[src/rtl/lms_ctr_gpio_seq_pkg.sv]
// lms_ctr_gpio_seq_pkg
//   Shared definitions for the LMS control GPIO sequencer:
//   - request op encodings carried on reqN_op
//   - GPIO PIO register addresses (data, set, clear)
//   - sequencer state encoding
package lms_ctr_gpio_seq_pkg;

  localparam logic [1:0] OP_WRITE = 2'b00;
  localparam logic [1:0] OP_SET   = 2'b01;
  localparam logic [1:0] OP_CLR   = 2'b10;
  localparam logic [1:0] OP_PULSE = 2'b11;

  localparam logic [2:0] ADDR_DATA = 3'd0;
  localparam logic [2:0] ADDR_SET  = 3'd4;
  localparam logic [2:0] ADDR_CLR  = 3'd5;

  typedef enum logic [2:0] {
    ST_IDLE = 3'd0,
    ST_WR1  = 3'd1,
    ST_WAIT = 3'd2,
    ST_WR2  = 3'd3,
    ST_FIN  = 3'd4
  } state_t;

endpackage

[src/rtl/lms_ctr_rr_arb2.sv]
// lms_ctr_rr_arb2
//   Two-requester round-robin arbiter with a registered priority pointer.
//   Ports:
//     clk, reset   : clock, synchronous active-high reset (pointer -> req0)
//     en           : grants are only issued while en is high
//     req0, req1   : request lines
//     gnt0, gnt1   : combinational one-hot grant (at most one high)
module lms_ctr_rr_arb2 (
  input  logic clk,
  input  logic reset,
  input  logic en,
  input  logic req0,
  input  logic req1,
  output logic gnt0,
  output logic gnt1
);

  // ptr_q = 0: req0 has priority, ptr_q = 1: req1 has priority
  logic ptr_q;

  always_comb begin
    gnt0 = 1'b0;
    gnt1 = 1'b0;
    if (en) begin
      if (req0 && (!ptr_q || !req1)) begin
        gnt0 = 1'b1;
      end else if (req1) begin
        gnt1 = 1'b1;
      end
    end
  end

  // After every grant the pointer hands priority to the other requester.
  always_ff @(posedge clk) begin
    if (reset) begin
      ptr_q <= 1'b0;
    end else if (gnt0) begin
      ptr_q <= 1'b1;
    end else if (gnt1) begin
      ptr_q <= 1'b0;
    end
  end

endmodule

[src/rtl/lms_ctr_gpio_seq.sv]
// lms_ctr_gpio_seq
//   Avalon-MM master sequencer and 2-way round-robin arbiter in front of the
//   4-bit LMS control GPIO (data / set / clear registers). Requests (write,
//   set, clear, timed pulse) from the CPU (req0) and the bring-up logic
//   (req1) are serialised into single-cycle GPIO writes; a shadow copy of the
//   GPIO output register is kept.
//
//   Optional feature macro: LMS_CTR_GPIO_SEQ_PULSE_EN
//     defined   : pulse op = clear write, wait max(len,1) cycles, set write
//     undefined : pulse op is accepted and completes with no bus write;
//                 the len inputs are unused
//
//   Ports:
//     clk, reset                  clock, synchronous active-high reset
//     reqN_valid/op/mask/len      request N (held until reqN_ready)
//     reqN_ready                  one-cycle accept strobe
//     gpio_address/chipselect/write_n/writedata   Avalon-MM write master
//     shadow                      mirror of the GPIO output register
//     busy                        high whenever not idle
//     done, done_id               completion pulse and requester id
module lms_ctr_gpio_seq
  import lms_ctr_gpio_seq_pkg::*;
#(
  parameter int         PULSE_W = 16,
  parameter logic [3:0] RST_VAL = 4'h3
) (
  input  logic               clk,
  input  logic               reset,
  input  logic               req0_valid,
  input  logic [1:0]         req0_op,
  input  logic [3:0]         req0_mask,
  input  logic [PULSE_W-1:0] req0_len,
  output logic               req0_ready,
  input  logic               req1_valid,
  input  logic [1:0]         req1_op,
  input  logic [3:0]         req1_mask,
  input  logic [PULSE_W-1:0] req1_len,
  output logic               req1_ready,
  output logic [2:0]         gpio_address,
  output logic               gpio_chipselect,
  output logic               gpio_write_n,
  output logic [31:0]        gpio_writedata,
  output logic [3:0]         shadow,
  output logic               busy,
  output logic               done,
  output logic               done_id
);

  // GPIO register semantics for a write of val to addr.
  function automatic logic [3:0] gpio_apply(input logic [3:0] cur,
                                            input logic [2:0] addr,
                                            input logic [3:0] val);
    logic [3:0] res;
    res = cur;
    case (addr)
      ADDR_DATA: res = val;
      ADDR_SET:  res = cur | val;
      ADDR_CLR:  res = cur & ~val;
      default:   res = cur;
    endcase
    return res;
  endfunction

  state_t     state_q, state_d;
  logic       gnt0, gnt1, gnt_any;
  logic [1:0] sel_op;
  logic [3:0] sel_mask;

  // Latched request; data only, so no reset is needed.
  logic [1:0] op_q;
  logic [3:0] mask_q;
  logic       id_q;
  logic [3:0] shadow_q;
  logic       wr_en;

  lms_ctr_rr_arb2 u_arb (
    .clk   (clk),
    .reset (reset),
    .en    (state_q == ST_IDLE),
    .req0  (req0_valid),
    .req1  (req1_valid),
    .gnt0  (gnt0),
    .gnt1  (gnt1)
  );

  assign gnt_any    = gnt0 | gnt1;
  assign req0_ready = gnt0;
  assign req1_ready = gnt1;
  assign sel_op     = gnt1 ? req1_op   : req0_op;
  assign sel_mask   = gnt1 ? req1_mask : req0_mask;

  always_ff @(posedge clk) begin
    if (gnt_any) begin
      op_q   <= sel_op;
      mask_q <= sel_mask;
      id_q   <= gnt1;
    end
  end

`ifdef LMS_CTR_GPIO_SEQ_PULSE_EN
  logic [PULSE_W-1:0] len_q;
  logic [PULSE_W-1:0] cnt_q;

  always_ff @(posedge clk) begin
    if (gnt_any) begin
      len_q <= gnt1 ? req1_len : req0_len;
    end
  end

  // Loaded once while leaving WR1 so WAIT lasts exactly max(len,1) cycles;
  // a length of 0 is promoted to 1 and all-ones never wraps.
  always_ff @(posedge clk) begin
    if (reset) begin
      cnt_q <= '0;
    end else if (state_q == ST_WR1 && op_q == OP_PULSE) begin
      cnt_q <= (len_q == '0) ? PULSE_W'(1) : len_q;
    end else if (state_q == ST_WAIT) begin
      cnt_q <= cnt_q - PULSE_W'(1);
    end
  end
`else
  logic unused_len;
  assign unused_len = ^{req0_len, req1_len};
`endif

  always_ff @(posedge clk) begin
    if (reset) begin
      state_q <= ST_IDLE;
    end else begin
      state_q <= state_d;
    end
  end

  always_comb begin
    state_d = state_q;
    case (state_q)
      ST_IDLE: begin
        if (gnt_any) begin
`ifdef LMS_CTR_GPIO_SEQ_PULSE_EN
          state_d = ST_WR1;
`else
          state_d = (sel_op == OP_PULSE) ? ST_FIN : ST_WR1;
`endif
        end
      end
      ST_WR1: begin
`ifdef LMS_CTR_GPIO_SEQ_PULSE_EN
        state_d = (op_q == OP_PULSE) ? ST_WAIT : ST_FIN;
`else
        state_d = ST_FIN;
`endif
      end
`ifdef LMS_CTR_GPIO_SEQ_PULSE_EN
      ST_WAIT: begin
        if (cnt_q == PULSE_W'(1)) begin
          state_d = ST_WR2;
        end
      end
      ST_WR2:  state_d = ST_FIN;
`endif
      ST_FIN:  state_d = ST_IDLE;
      default: state_d = ST_IDLE;
    endcase
  end

  // Bus master: strobes only in WR1 / WR2, idle values everywhere else.
  always_comb begin
    wr_en           = 1'b0;
    gpio_address    = ADDR_DATA;
    gpio_writedata  = 32'd0;
    case (state_q)
      ST_WR1: begin
        wr_en          = 1'b1;
        gpio_writedata = {28'd0, mask_q};
        case (op_q)
          OP_WRITE: gpio_address = ADDR_DATA;
          OP_SET:   gpio_address = ADDR_SET;
          default:  gpio_address = ADDR_CLR;
        endcase
      end
`ifdef LMS_CTR_GPIO_SEQ_PULSE_EN
      ST_WR2: begin
        wr_en          = 1'b1;
        gpio_address   = ADDR_SET;
        gpio_writedata = {28'd0, mask_q};
      end
`endif
      default: ;
    endcase
  end

  assign gpio_chipselect = wr_en;
  assign gpio_write_n    = ~wr_en;

  // Shadow follows the GPIO register, which shares this reset.
  always_ff @(posedge clk) begin
    if (reset) begin
      shadow_q <= RST_VAL;
    end else if (wr_en) begin
      shadow_q <= gpio_apply(shadow_q, gpio_address, mask_q);
    end
  end

  assign shadow  = shadow_q;
  assign busy    = (state_q != ST_IDLE);
  assign done    = (state_q == ST_FIN);
  assign done_id = (state_q == ST_FIN) & id_q;

endmodule

[config.mk]
export PLATFORM = sky130hd
export DESIGN_NAME = lms_ctr_gpio_seq
export DESIGN_NICKNAME = d
export VERILOG_FILES = /design/src/rtl/lms_ctr_gpio_seq_pkg.sv /design/src/rtl/lms_ctr_rr_arb2.sv /design/src/rtl/lms_ctr_gpio_seq.sv
export SDC_FILE = /design/constraint.sdc
export NUM_CORES = 1
export LEC_CHECK = 0
export ABC_AREA = 1
export BUFFER_PORTS_ARGS = -buffer_cell sky130_fd_sc_hd__buf_2
export CAP_MARGIN = 0
export CORE_AREA = 8 8 59 61
export DETAILED_ROUTE_END_ITERATION = 8
export DIE_AREA = 0 0 67 69
export PLACE_DENSITY = 0.82
export SETUP_SLACK_MARGIN = 0.4
export SYNTH_ARGS = -nofsm -noshare
export SYNTH_HDL_FRONTEND = slang
export SYNTH_SLANG_ARGS = --single-unit
[constraint.sdc]
create_clock -name clk -period 3 [get_ports clk]
set_clock_uncertainty 0.1 [all_clocks]
set_input_delay 0.3 -clock clk [delete_from_list [all_inputs] [get_ports clk]]
set_output_delay 0.3 -clock clk [all_outputs]
set_load 0.02 [all_outputs]
==> results.txt <==
status: finished clean
crit path kind: flip-flop to output port
core area: 2620 µm²
CP startpoint kind: flip-flop
Die Y: 69 µm
Final Cycle Share: 60.1%
Via density: 3.98
Post-Syn Area per Cell: 8.31 µm²
pin count of the biggest net entering global routing: 9
peak supply drop: 0.294 mV
CTS root buf: clkbuf_4
Seq. cell area: 350 µm²
Critical Path RT: 2.60 ns
class of the worst hold path: primary input to flip-flop
FF-to-FF path depth: 3
# Max-Cap Violations: 0
Seq/Total Area, Yosys: 38.0%
CTS Buf Count: 3
antenna viol nets, final: 0
hold_buf cts: 0
post-synthesis sequential element count: 14
fin. max-slew vios: 0
CTS tree: built
Hold WS: 0.160 ns
Syn Inst Count: 111
leading cell types in the layout, fill and taps excluded: buf_2 (32), conb_1 (29), nand2_1 (18)
final net count: 195
Synth cell types: 21
Crit Path Max Fanout: 7
hold path startpoint: reset
CTS resizes: 0
Die Area: 4620 µm²
Synth Cell Area: 922 µm²
vias in the first global route: 741
share of cells above drive strength 1: 34.2%
hpwl dp: 1680 µm
depth of the worst hold-timing path: 2
remaining global-route overflow: 0
Hold Violations, Final: 0
Initial DRC Count: 23
Placed Area: 1010 µm²
Initial Utilization: 35.3%
Sink Count: 14
# DRC: 0
initial antenna violation count: 0
setup repair bufs after CTS: 0
GRT Util Overall: 8.48%
crit path DAT: 1.40 ns
final core utilization: 39.6%
fillers: 309
setup violators final: 0
total power: 0.676 mW
I/O Buffers: 32
1st-pass router iterations: 4
die width: 67 µm
Syn. warnings: 0
final std cell area, no fill: 1030 µm²
first-pass GRT wire length: 3140 µm
Routed WL per cell: 11.2 µm
Routed WL: 1980 µm
min Tclk post-route: 1.80 ns
Fin Setup TNS: 0 ns
fmax: 555 MHz
RSZ-0062 raised after global routing: false
R2R setup slack: 1.56 ns
PD cells: 653 nW/µm²
CTS Buffer Depth: 2
RR Endpoint: id_q
H-tree lvl count: 1
Pleak: 0.606 nW
clk_lat worst skew: 0.28 ns
multi-input logic area: 410 µm²
Placer Congestion: 0.703
Hold EP: u_arb.ptr_q
RR Startpoint: state_q[0]
area delta synth->final: 12.2%
diode count: 0
CP endpoint kind: output port
vias post-DR: 705
commonest non-fill, non-tap cell in the layout: buf_2
Clk pin slew, worst setup/hold paths: 0.09 ns
I/O pin count: 94
FP Rows: 19
==> cell type report <==
type | instances | share of cell area [%]
sequential | 14 | 33.9
timing repair buffer | 32 | 15.5
tap | 31 | 3.75
inverter | 13 | 4.72
multi-input combinational | 83 | 39.7
clock buffer | 4 | 2.54
==> critical path: stages (launching register included) <==
cell and delay [ns]:
dfxtp_1 0.40, nor2_4 0.23, nand3_4 0.14, inv_1 0.17, buf_2 0.19
==> cell usage after synthesis <==
cell,instances,area [µm²]
buf_4,29,218
nand2_1,18,67.6
inv_1,12,45.0
nand2_2,8,50.1
dfxtp_1,7,140
edfxtp_1,7,210
nor2_1,7,26.3
a21oi_1,4,20.0
a31oi_1,2,12.5
nand2_4,2,22.5
nand4_1,2,12.5
o211a_1,2,20.0
o21ai_0,2,10.0
o21ai_1,2,10.0
and3_1,1,6.26
conb_1,1,3.75
inv_2,1,3.75
nand3_4,1,17.5
nor2_2,1,6.26
nor2_4,1,11.3
o21ai_2,1,8.76
==> power breakdown <==
part           switching, mW  internal, mW
Clock                 0.0582        0.0515
Sequential            0.0294         0.253
Combinational          0.203        0.0810
Total                  0.291         0.385
==> kinds of logic (layout without fill, tap and decap cells) <==
| logic type | Yosys count | after routing | synth area share (%) |
|---|---|---|---|
| flip-flops | 14 | 14 | 38.0 |
| other | 1 | 29 | 0.407 |
| AO/OA/AOI/OAI | 13 | 13 | 8.82 |
| buffers and inverters | 42 | 49 | 28.9 |
| AND/OR/NAND/NOR | 41 | 41 | 23.9 |
==> flip-flops by register name (all words and copies together), names as in the netlist <==
name	count
id_q	1
mask_q	4
op_q	2
shadow	4
state_q	2
u_arb.ptr_q	1
==> metal layers <==
layer | GRT usage [%] | part of all wire, % | vias to the layer above
met5 | 0 | 0 | -
met4 | 4.88 | 1.4 | 0
met3 | 1.45 | 8.7 | 2
met2 | 14.5 | 50 | 35
met1 | 9.37 | 40 | 304
li1 | - | - | 364
==> worst max-delay path by stage <==
| stage | to | slack (ns) | depth (start not counted) | startpoint |
|---|---|---|---|---|
| floorplan | gpio_writedata[0] | 1.61 | 4 | state_q[0] |
| global placement | req1_ready | 1.49 | 4 | state_q[0] |
| detailed placement | req1_ready | 1.48 | 4 | state_q[0] |
| CTS | req1_ready | 1.17 | 4 | state_q[0] |
| global route | req1_ready | 1.08 | 4 | state_q[0] |
| finish | req1_ready | 1.20 | 4 | state_q[0] |
==> metrics by stage <==
| step | std cells | setup slack (ns) |
|---|---|---|
| floorplan | 139 | 1.61 |
| detailed placement | 173 | 1.48 |
| CTS | 177 | 1.17 |
| global placement | 173 | 1.49 |
| global route | 177 | 1.08 |
| finish | 177 | 1.20 |
No activity file was read; power rests on OpenSTA's default activity.
